[src/rtl/threshold_adjust_pipe.sv]
// threshold_adjust_pipe: multi-lane 2-stage threshold add/sub datapath.
// Define THRESH_ADJ_SAT_EN to clamp results instead of wrapping them.
module threshold_adjust_pipe #(
  parameter int WIDTH    = 8,
  parameter int CHANNELS = 2,
  parameter int CNT_W    = 16
) (
  input  logic                      clk,
  input  logic                      rst_n,
  input  logic                      in_valid,
  output logic                      in_ready,
  input  logic [CHANNELS*WIDTH-1:0] in_data,
  input  logic [WIDTH-1:0]          cfg_thresh,
  input  logic [WIDTH-1:0]          cfg_sub,
  input  logic [WIDTH-1:0]          cfg_add,
  output logic                      out_valid,
  input  logic                      out_ready,
  output logic [CHANNELS*WIDTH-1:0] out_data,
  input  logic                      cnt_clr,
  output logic [CHANNELS*CNT_W-1:0] hit_cnt
);

  typedef logic [WIDTH-1:0] word_t;

  typedef struct packed {
    logic [CHANNELS-1:0]  above;
    word_t [CHANNELS-1:0] lane;
    word_t                sub;
    word_t                add;
  } s1_t;

  s1_t                            s1_q;
  logic                           s1_valid;
  logic                           s2_valid;
  logic                           s1_adv;
  logic                           s2_adv;
  logic                           accept;
  logic [CHANNELS-1:0]            above;
  word_t [CHANNELS-1:0]           lane_in;
  word_t [CHANNELS-1:0]           res;
  logic [CHANNELS-1:0][CNT_W-1:0] cnt_q;

  assign s2_adv    = !s2_valid | out_ready;
  assign s1_adv    = !s1_valid | s2_adv;
  assign in_ready  = s1_adv;
  assign accept    = in_valid & s1_adv;
  assign lane_in   = in_data;
  assign out_valid = s2_valid;
  assign hit_cnt   = cnt_q;

  always_comb begin
    above = '0;
    for (int i = 0; i < CHANNELS; i++) begin
      above[i] = lane_in[i] > cfg_thresh;
    end
  end

  for (genvar i = 0; i < CHANNELS; i++) begin : g_lane
`ifdef THRESH_ADJ_SAT_EN
    logic [WIDTH:0] sum;
    logic [WIDTH:0] dif;

    assign sum = {1'b0, s1_q.lane[i]} + {1'b0, s1_q.add};
    assign dif = {1'b0, s1_q.lane[i]} - {1'b0, s1_q.sub};

    // Carry out of the add clamps high; borrow out of the subtract clamps low.
    assign res[i] = s1_q.above[i]
                  ? (dif[WIDTH] ? '0 : dif[WIDTH-1:0])
                  : (sum[WIDTH] ? '1 : sum[WIDTH-1:0]);
`else
    assign res[i] = s1_q.above[i]
                  ? s1_q.lane[i] - s1_q.sub
                  : s1_q.lane[i] + s1_q.add;
`endif
  end

  always_ff @(posedge clk) begin
    if (!rst_n) begin
      s1_valid <= 1'b0;
    end else if (s1_adv) begin
      s1_valid <= in_valid;
    end
  end

  // Config is captured with the data so later cfg edits cannot reach it.
  always_ff @(posedge clk) begin
    if (accept) begin
      s1_q.above <= above;
      s1_q.lane  <= lane_in;
      s1_q.sub   <= cfg_sub;
      s1_q.add   <= cfg_add;
    end
  end

  always_ff @(posedge clk) begin
    if (!rst_n) begin
      s2_valid <= 1'b0;
      out_data <= '0;
    end else if (s2_adv) begin
      s2_valid <= s1_valid;
      if (s1_valid) begin
        out_data <= res;
      end
    end
  end

  always_ff @(posedge clk) begin
    for (int i = 0; i < CHANNELS; i++) begin
      if (!rst_n || cnt_clr) begin
        cnt_q[i] <= '0;
      end else if (accept && above[i] && cnt_q[i] != '1) begin
        cnt_q[i] <= cnt_q[i] + 1'b1;
      end
    end
  end

endmodule
[config.mk]
export PLATFORM = sky130hd
export DESIGN_NAME = threshold_adjust_pipe
export DESIGN_NICKNAME = d
export VERILOG_FILES = /design/src/rtl/threshold_adjust_pipe.sv
export SDC_FILE = /design/constraint.sdc
export NUM_CORES = 1
export LEC_CHECK = 0
export ABC_AREA = 1
export CAP_MARGIN = 20
export CORE_UTILIZATION = 50
export DETAILED_ROUTE_END_ITERATION = 10
export PLACE_DENSITY = 0.77
export SLEW_MARGIN = 20
export SYNTH_ARGS = -nofsm -noshare
export SYNTH_HDL_FRONTEND = slang
export SYNTH_SLANG_ARGS = --single-unit
export TNS_END_PERCENT = 30
[constraint.sdc]
create_clock -name clk -period 6.2 [get_ports clk]
set_clock_uncertainty 0.15 [all_clocks]
set_input_delay 0.62 -clock clk [delete_from_list [all_inputs] [get_ports clk]]
set_output_delay 0.62 -clock clk [all_outputs]
set_load 0.005 [all_outputs]
### Word level (Yosys, flattened, before mapping)

Cells that the tools add are included.

| storage, ports and cells | value |
|---|---|
| memories kept | 0 |
| memory bits (writable) | 0 |
| bits in read-only memories | 0 |
| logic and storage cells | 34 |
| register bits after elaboration | 84 |
| latch bits | 0 |

| operators by class | value |
|---|---|
| eq/ne operators | 2 |
| multiply operators | 0 |
| add/subtract/negate cells | 6 |
| magnitude comparators | 2 |
| bitwise logic cells | 3 |
| mux-type cells | 2 |
| reduce and logical (&&, ||, !) cells | 9 |
| shifts and indexed selects | 0 |
| divide/modulo/power cells | 0 |

Operators by type and width:

| cell | count |
|---|---|
| $add 16x1->16 const B | 2 |
| $ne 16x16->1 const B | 2 |
| $add 8x8->8 | 2 |
| $gt 8x8->1 | 2 |
| $mux 8 | 2 |
| $sub 8x8->8 | 2 |
| $logic_and 1x1->1 | 4 |
| $logic_not 1->1 | 3 |
| $or 1x1->1 | 2 |
| $reduce_and 2->1 | 1 |
| $and 1x1->1 | 1 |
| $logic_or 1x1->1 | 1 |

### Longest topological paths before layout

| depth | value |
|---|---|
| depth in word-level cells | 6 |
| gate-level depth with buffers | 18 |

### Least setup slack after synthesis

No wires, ideal clock.

| path | value |
|---|---|
| kind | input -> register |
| start point | in out_ready |
| end point | reg cnt_q (netlist bit hit_cnt[11]) |
| required time | 5.983 ns |
| path slack | 3.385 ns |
| data arrival time | 2.598 ns |
| setup time | 0.067 ns |
| buffers on the path | 1 |
| cell stages on the path | 7 |
| cells stage by stage | inv_1 > nand3_1 > nand2_1 > inv_1 > clkbuf_1 > nand4_1 > a21oi_2 |

| on the way | value |
|---|---|
| word-level cells in the longest chain between the ends | 5 |

RTL lines:

| element | line | source |
|---|---|---|
| start: declaration | 17 | `input logic out_ready,` |
| $or 1x1->1 | 43 | `assign s2_adv = !s2_valid \| out_ready;` |
| $or 1x1->1 | 44 | `assign s1_adv = !s1_valid \| s2_adv;` |
| named net in_ready | 11 | `output logic in_ready,` |
| $and 1x1->1 | 46 | `assign accept = in_valid & s1_adv;` |
| named net accept | 37 | `logic accept;` |
| $logic_and 1x1->1 (2 in a row) | 111 | `end else if (accept && above[i] && cnt_q[i] != '1) begin` |
| end signal: indexed assignment | 112 | `cnt_q[i] <= cnt_q[i] + 1'b1;` |
| end: declaration | 41 | `logic [CHANNELS-1:0][CNT_W-1:0] cnt_q;` |

The timed path passes the listed nets, and every way through them passes these cells.
A chain may end at the register's enable or synchronous reset.

### Worst setup path after layout

| path | value |
|---|---|
| start point | in cfg_thresh[3] |
| end point | reg cnt_q (netlist bit hit_cnt[17]) |

| on the way | value |
|---|---|
| word-level cells in the longest chain between the ends | 3 |

RTL lines:

| element | line | source |
|---|---|---|
| start: declaration | 13 | `input logic [WIDTH-1:0] cfg_thresh,` |
| $gt 8x8->1 | 54 | `above[i] = lane_in[i] > cfg_thresh;` |
| $logic_and 1x1->1 (2 in a row) | 111 |  |

Every way passes these cells.

==> impl_results.md <==
* Run status: completed
* Max-cap violations at 0
* Routed Wire Length at 11.9 mm
* Post-Route Setup TNS at 0 ns
* Synth warn at 0
* Crit path DAT at 3.17 ns
* Routed len/inst at between 10 and 15 um
* I/O pins at between 90 and 100
* Root Buffer: clkbuf_8
* Slowest CP cell: a21oi_2
* Min-delay src: out_data[9]$_SDFFE_PN0P_
* DP Cell Count at between 800 and 900
* Sequential area share after synthesis at 0.407
* HPWL after DPL at ~9 mm
* Critical Path Max Stage Delay at around 0.63 ns
* Crit end category: register
* Post-synth EDFFs at 34
* Area Growth Syn to Fin at 25.4%
* CP Cell Sequence: clkdlybuf4s50_1 > inv_1 > ha_1 > nand2_1 > o21ai_1 > nand2_1 > a21oi_2 > nand2_2 > o21ai_0 > nor2_1
* Final setup viols at 0
* Period minus WS final at 3.08 ns
* Synth top area cells: edfxtp_1, dfxtp_1, nand2_1
* Critical path class: in -> reg
* Synth Net Count at 710
* Cell Pwr Density at between 200 and 250 nW/um^2
* Synth Area per Inst at between 7 and 8 um^2
* Fin cells at 860
* Worst-Skew Late Latency at 0.35 ns
* Clk sink count at 84
* Post-CTS setup buffers at 0
* Clk slew on worst S/H paths at roughly 0.08 ns
* Post-Syn Area at 4970 um^2
* Largest net degree at the start of global routing at a little under 50
* Die ar. at around 10000 um^2
* CTS tree: yes
* Initial core utilization at 0.513
* Die extent in x at around 100 um
* Required @ worst endpoint at about 6.3 ns
* Synth Instances at 630
* Area leader, netlist: edfxtp_1
* Register share of total power at 0.477
* Routability congestion estimate at 0.908
* Hold-fix buffers at CTS at 0
* Slew HR at 0.299
* Async S/R FF share, synth at 0
* Crit path top cell by count: nand2_1
* Switch share at 0.267
* WHS at roughly 0.33 ns
* Most frequent cell after synthesis: nand2_1
* Core Box Area at just under 10000 um^2
* Clk network pwr share at 0.334
* Fmax at 0.324 GHz
* First-pass GRT wire length at approximately 20 mm
* Vias at ~4500
* Setup crit start kind: input port
* Antenna violations before repair at 0
* CP Max Fanout at 17
* Layout cells sized above 1 at 0.0619
* Htree depth at 3
* Layout net count at about 800
* Yosys top cell area share at 0.206
* Top FF cell, synth: dfxtp_1
* R2R Path Start: s1_q[0]$_DFFE_PP_
* Drt pass-1 iters at 7
* Die height at between 100 and 150 um
* Number of global-route vias before repair at 4424
* Gr ovfl total at 0
* Antenna cells at 0
* # rows at 36
* Flop-to-flop setup slack at around 3.4 ns
* Via/cell ratio at about 5.2
* Int Pwr at about 950 uW
* CTS max path bufs at 2
* Tightest Pin Transition at around 1.0 ns
* Seq cells post-synth at 84
* Library cells used by synthesis at 32
* Leakage Power at around 2.5 nW
* Final hold violation count at 0
* Max Slew Vio Count at 0
* Synth cell count leaders: nand2_1, inv_1, nor2_1
* Hold crit path type: reg -> reg
* Peak supply drop at roughly 0.11 mV
* All-Layer GR Usage at 0.249
* DR iter-0 viols at ~150
* IO Port Bufs at between 90 and 100
* Critical path launch point: cfg_thresh[3]
* P_sw at approximately 350 uW
* Post-CTS Resized at 0
* RSZ-0062 raised after global routing: false
* Gate power share at 0.189
* CTS Buf Count at 9
* Fin crit share at 0.497
* DR DRC count at 0
* Post-route ant nets at 0
-- sequential cells by signal (all words and copies together) (netlist names) --
signal     flops
s1_q          34
s1_valid       1
out_valid      1
hit_cnt       32
out_data      16
-- path summary, 6_finish.rpt --
| check | endpoint | cells after the start |
|---|---|---|
| hold reg to reg | out_data[9]$_SDFFE_PN0P_ | 2 |
| setup / recovery | hit_cnt[17]$_SDFFE_PP0P_ | 10 |
| setup reg to reg | out_data[7]$_SDFFE_PN0P_ | 17 |
| hold / removal | out_data[9]$_SDFFE_PN0P_ | 2 |
-- critical path: cells and delay by family --
family | cells | cell delay (ns)
AO/OA/AOI/OAI | 3 | 1.08
buffers and inverters | 2 | 0.57
adder cells (fa/ha/maj) | 1 | 0.30
AND/OR/NAND/NOR | 4 | 0.59
-- cell families (layout without fill, tap and decap cells) --
kind of cell / count (synthesis) / in the layout / share of synthesized area
AND/OR/NAND/NOR: 290 / 290 / 0.265
buffers and inverters: 100 / 197 / 0.0794
AO/OA/AOI/OAI: 87 / 87 / 0.0978
flip-flops: 84 / 84 / 0.407
adder cells (fa/ha/maj): 35 / 35 / 0.0912
XOR/XNOR: 34 / 34 / 0.0600
-- power groups by stage --
| stage | Sequential [mW] | Clock [mW] | Combinational (mW) |
|---|---|---|---|
| final | 0.616 | 0.432 | 0.245 |
| after global placement | 0.628 | 0 | 0.235 |
| after detailed placement | 0.629 | 0 | 0.243 |
| after CTS | 0.616 | 0.441 | 0.245 |
| after floorplan | 0.626 | 0 | 0.155 |
| after global routing | 0.620 | 0.463 | 0.278 |
-- cells in the final DEF, fill, tap and decap left out, types with 2 or more instances in the layout --
| cell type | Yosys | routed |
|---|---|---|
| nand4_1 | 19 | 19 |
| nor3_1 | 12 | 12 |
| a21oi_1 | 37 | 37 |
| ha_1 | 33 | 33 |
| clkdlybuf4s50_1 | 0 | 94 |
| o21ai_0 | 34 | 34 |
| bufinv_16 | 0 | 2 |
| inv_1 | 83 | 83 |
| clkbuf_1 | 9 | 2 |
| xor2_1 | 30 | 30 |
| nor2_1 | 68 | 68 |
| fa_1 | 2 | 2 |
| dfxtp_1 | 50 | 50 |
| nand2_1 | 113 | 113 |
| nand2_2 | 11 | 11 |
| xnor2_1 | 4 | 4 |
| clkbuf_8 | 0 | 10 |
| edfxtp_1 | 34 | 34 |
| inv_2 | 2 | 2 |
| a21oi_2 | 11 | 11 |
| nand4_4 | 2 | 2 |
| nand3_1 | 61 | 61 |
-- final cells by class --
class                           count  area [um^2]
Clock buffer                       12          145
Clock inverter                      4         73.8
Fill cell                         873         3460
Inverter                           86          323
Multi-Input combinational cell    446         2550
Sequential cell                    84         2020
Tap cell                          133          166
Timing Repair Buffer               95          948
-- routing by layer --
metal / vias to the layer above / share of wire / GRT usage
li1: 2268 / - / -
met1: 2075 / 0.42 / 0.289
met2: 130 / 0.51 / 0.449
met3: 20 / 0.048 / 0.0435
met5: - / 0 / 0
met4: 0 / 0.024 / 0.104
-- metrics by stage --
step | utilization | cell area (um^2) | power (mW) | setup WS (ns)
3_3_place_gp | 0.621 | 6010 | 0.863 | 2.91
6_report | 0.643 | 6230 | 1.29 | 3.12
5_1_grt | 0.643 | 6230 | 1.36 | 2.97
3_5_place_dp | 0.621 | 6010 | 0.872 | 2.83
2_1_floorplan | - | 4970 | 0.781 | 3.39
4_1_cts | 0.643 | 6230 | 1.30 | 3.16
Power figures use the tool's default switching activity.
==> RTL edit, RTL diff (same flow settings) <==
Put one more register stage on the output `hit_cnt`, cleared by the reset. The value now appears one clock later. The other outputs are not delayed to match.
--- a/src/rtl/threshold_adjust_pipe.sv
+++ b/src/rtl/threshold_adjust_pipe.sv
@@ -46,7 +46,13 @@
   assign accept    = in_valid & s1_adv;
   assign lane_in   = in_data;
   assign out_valid = s2_valid;
-  assign hit_cnt   = cnt_q;
+  always_ff @(posedge clk) begin
+    if (!rst_n) begin
+      hit_cnt <= '0;
+    end else begin
+      hit_cnt <= cnt_q;
+    end
+  end
 
   always_comb begin
     above = '0;
Behaviour: not the same (a bounded check fails within 4 cycles, from zero or initial values and one cycle with rst_n low).
==> RTL edit against the unedited design <==
Setup slack improved by 0.20 ns. Count of clock-buffer cells in the layout increased by 7. Synthesized area increased by 15%. Critical path type unchanged. Cell count is 11% higher. Die area increased by 15%. Total power increased by 56%. Cell area grew 18%. Maximum frequency increased by 7.0%. Largest cell class is now sequential cells. Sequential cell count grew 32. Non-clock buffer count grew 1. Routed wire length grew 14%. First-iteration DRC count rose by 110%.
==> RTL edit: results (changes against the unedited design) <==
metric;value;unit;change
Global Route met2 Usage;42.0;%;was 44.9%
CTS clk-pin slew, worst paths;0.05;ns;was 0.08 ns
Final non-clock buffer share;13.0;%;was 15.2%
largest net degree at the start of global routing;41;;was 49
routability cong.;0.969;;was 0.908
FF-to-FF setup slack;3.52;ns;was 3.35 ns
Fill cells;926;;was 873
Root Driver;clkbuf_16;;was clkbuf_8
storage element area;2660;um2;was 2020 um2
first drt pass iteration count;5;;was 7
Iteration-0 DRC Markers;303;;was 146
outcome;completed;;unchanged
multi-input combinational cell count;465;;was 446
global-route wire length before repair;22500;um;was 20000 um
Repair and plain buffers;96;;was 95
layout cells sized above 1;5.88;%;was 6.19%
met1 Resource Use GR;30.2;%;was 28.9%
clock buffer count from CTS;17;;was 9
Signal inverters;108;;was 86
dpl hpwl;9780;um;was 9020 um
sequential area share after synthesis;46.5;%;was 40.7%
global-route usage over all layers;24.9;%;about the same
Critical Path AT;2.98;ns;was 3.17 ns
DR vias/cell;5.14;;was 5.22
Post-synth top cells;nand2_1, inv_1, dfxtp_1;;was nand2_1, inv_1, nor2_1
Layout clock buffers;19;;was 12
crit path max fanout;18;;was 17
Post-Syn Nets;789;;was 710
CP peak stage delay;0.71;ns;was 0.63 ns
[RTL edit: cell count changes in the layout (fill, tap and decap cells not counted), sizes merged, moves of 4 or more]
cell,unedited run,this run
a21oi,48,52
clkbuf,12,19
clkinvlp,0,7
dfxtp,50,82
inv,85,108
nand2,124,148
nand3,61,72
nand4,21,5
nor2,69,64
nor3,14,10
xnor2,4,8
[RTL edit: per-layer routing]
metal	part of all wire [%]	wire (um)
met2	49	6580
met4	2.3	308
met1	44	5940
met3	5.3	716
met5	0	0
[RTL edit: per-stage QoR]
stage | std cells | setup slack, ns | total power, mW | cell area [um2] | hold slack [ns]
detailed placement | 925 | 2.92 | 1.09 | 6750 | 0.294
CTS | 957 | 3.33 | 2.03 | 7330 | 0.305
floorplan | 709 | 3.90 | 0.992 | 5720 | 0.270
finish | 957 | 3.32 | 2.02 | 7330 | 0.303
global route | 957 | 3.08 | 2.10 | 7330 | 0.345
global placement | 925 | 2.96 | 1.08 | 6750 | 0.293
[RTL edit: power by group through the flow]
stage	Sequential [mW]	Combinational [mW]	Clock, mW
final	0.826	0.248	0.944
after global routing	0.828	0.279	0.990
after CTS	0.826	0.247	0.953
after detailed placement	0.841	0.244	0
after global placement	0.840	0.236	0
after floorplan	0.837	0.156	0
[RTL edit: worst min-delay path by stage]
| stage | end | cells past startpoint | startpoint |
|---|---|---|---|
| after floorplan | hit_cnt[15] | 2 | cnt_q[15] |
| after global placement | hit_cnt[15] | 2 | cnt_q[15] |
| after detailed placement | hit_cnt[15] | 2 | cnt_q[15] |
| after CTS | hit_cnt[15] | 2 | cnt_q[15] |
| after global routing | hit_cnt[16] | 2 | cnt_q[16] |
| final | hit_cnt[15] | 2 | cnt_q[15] |
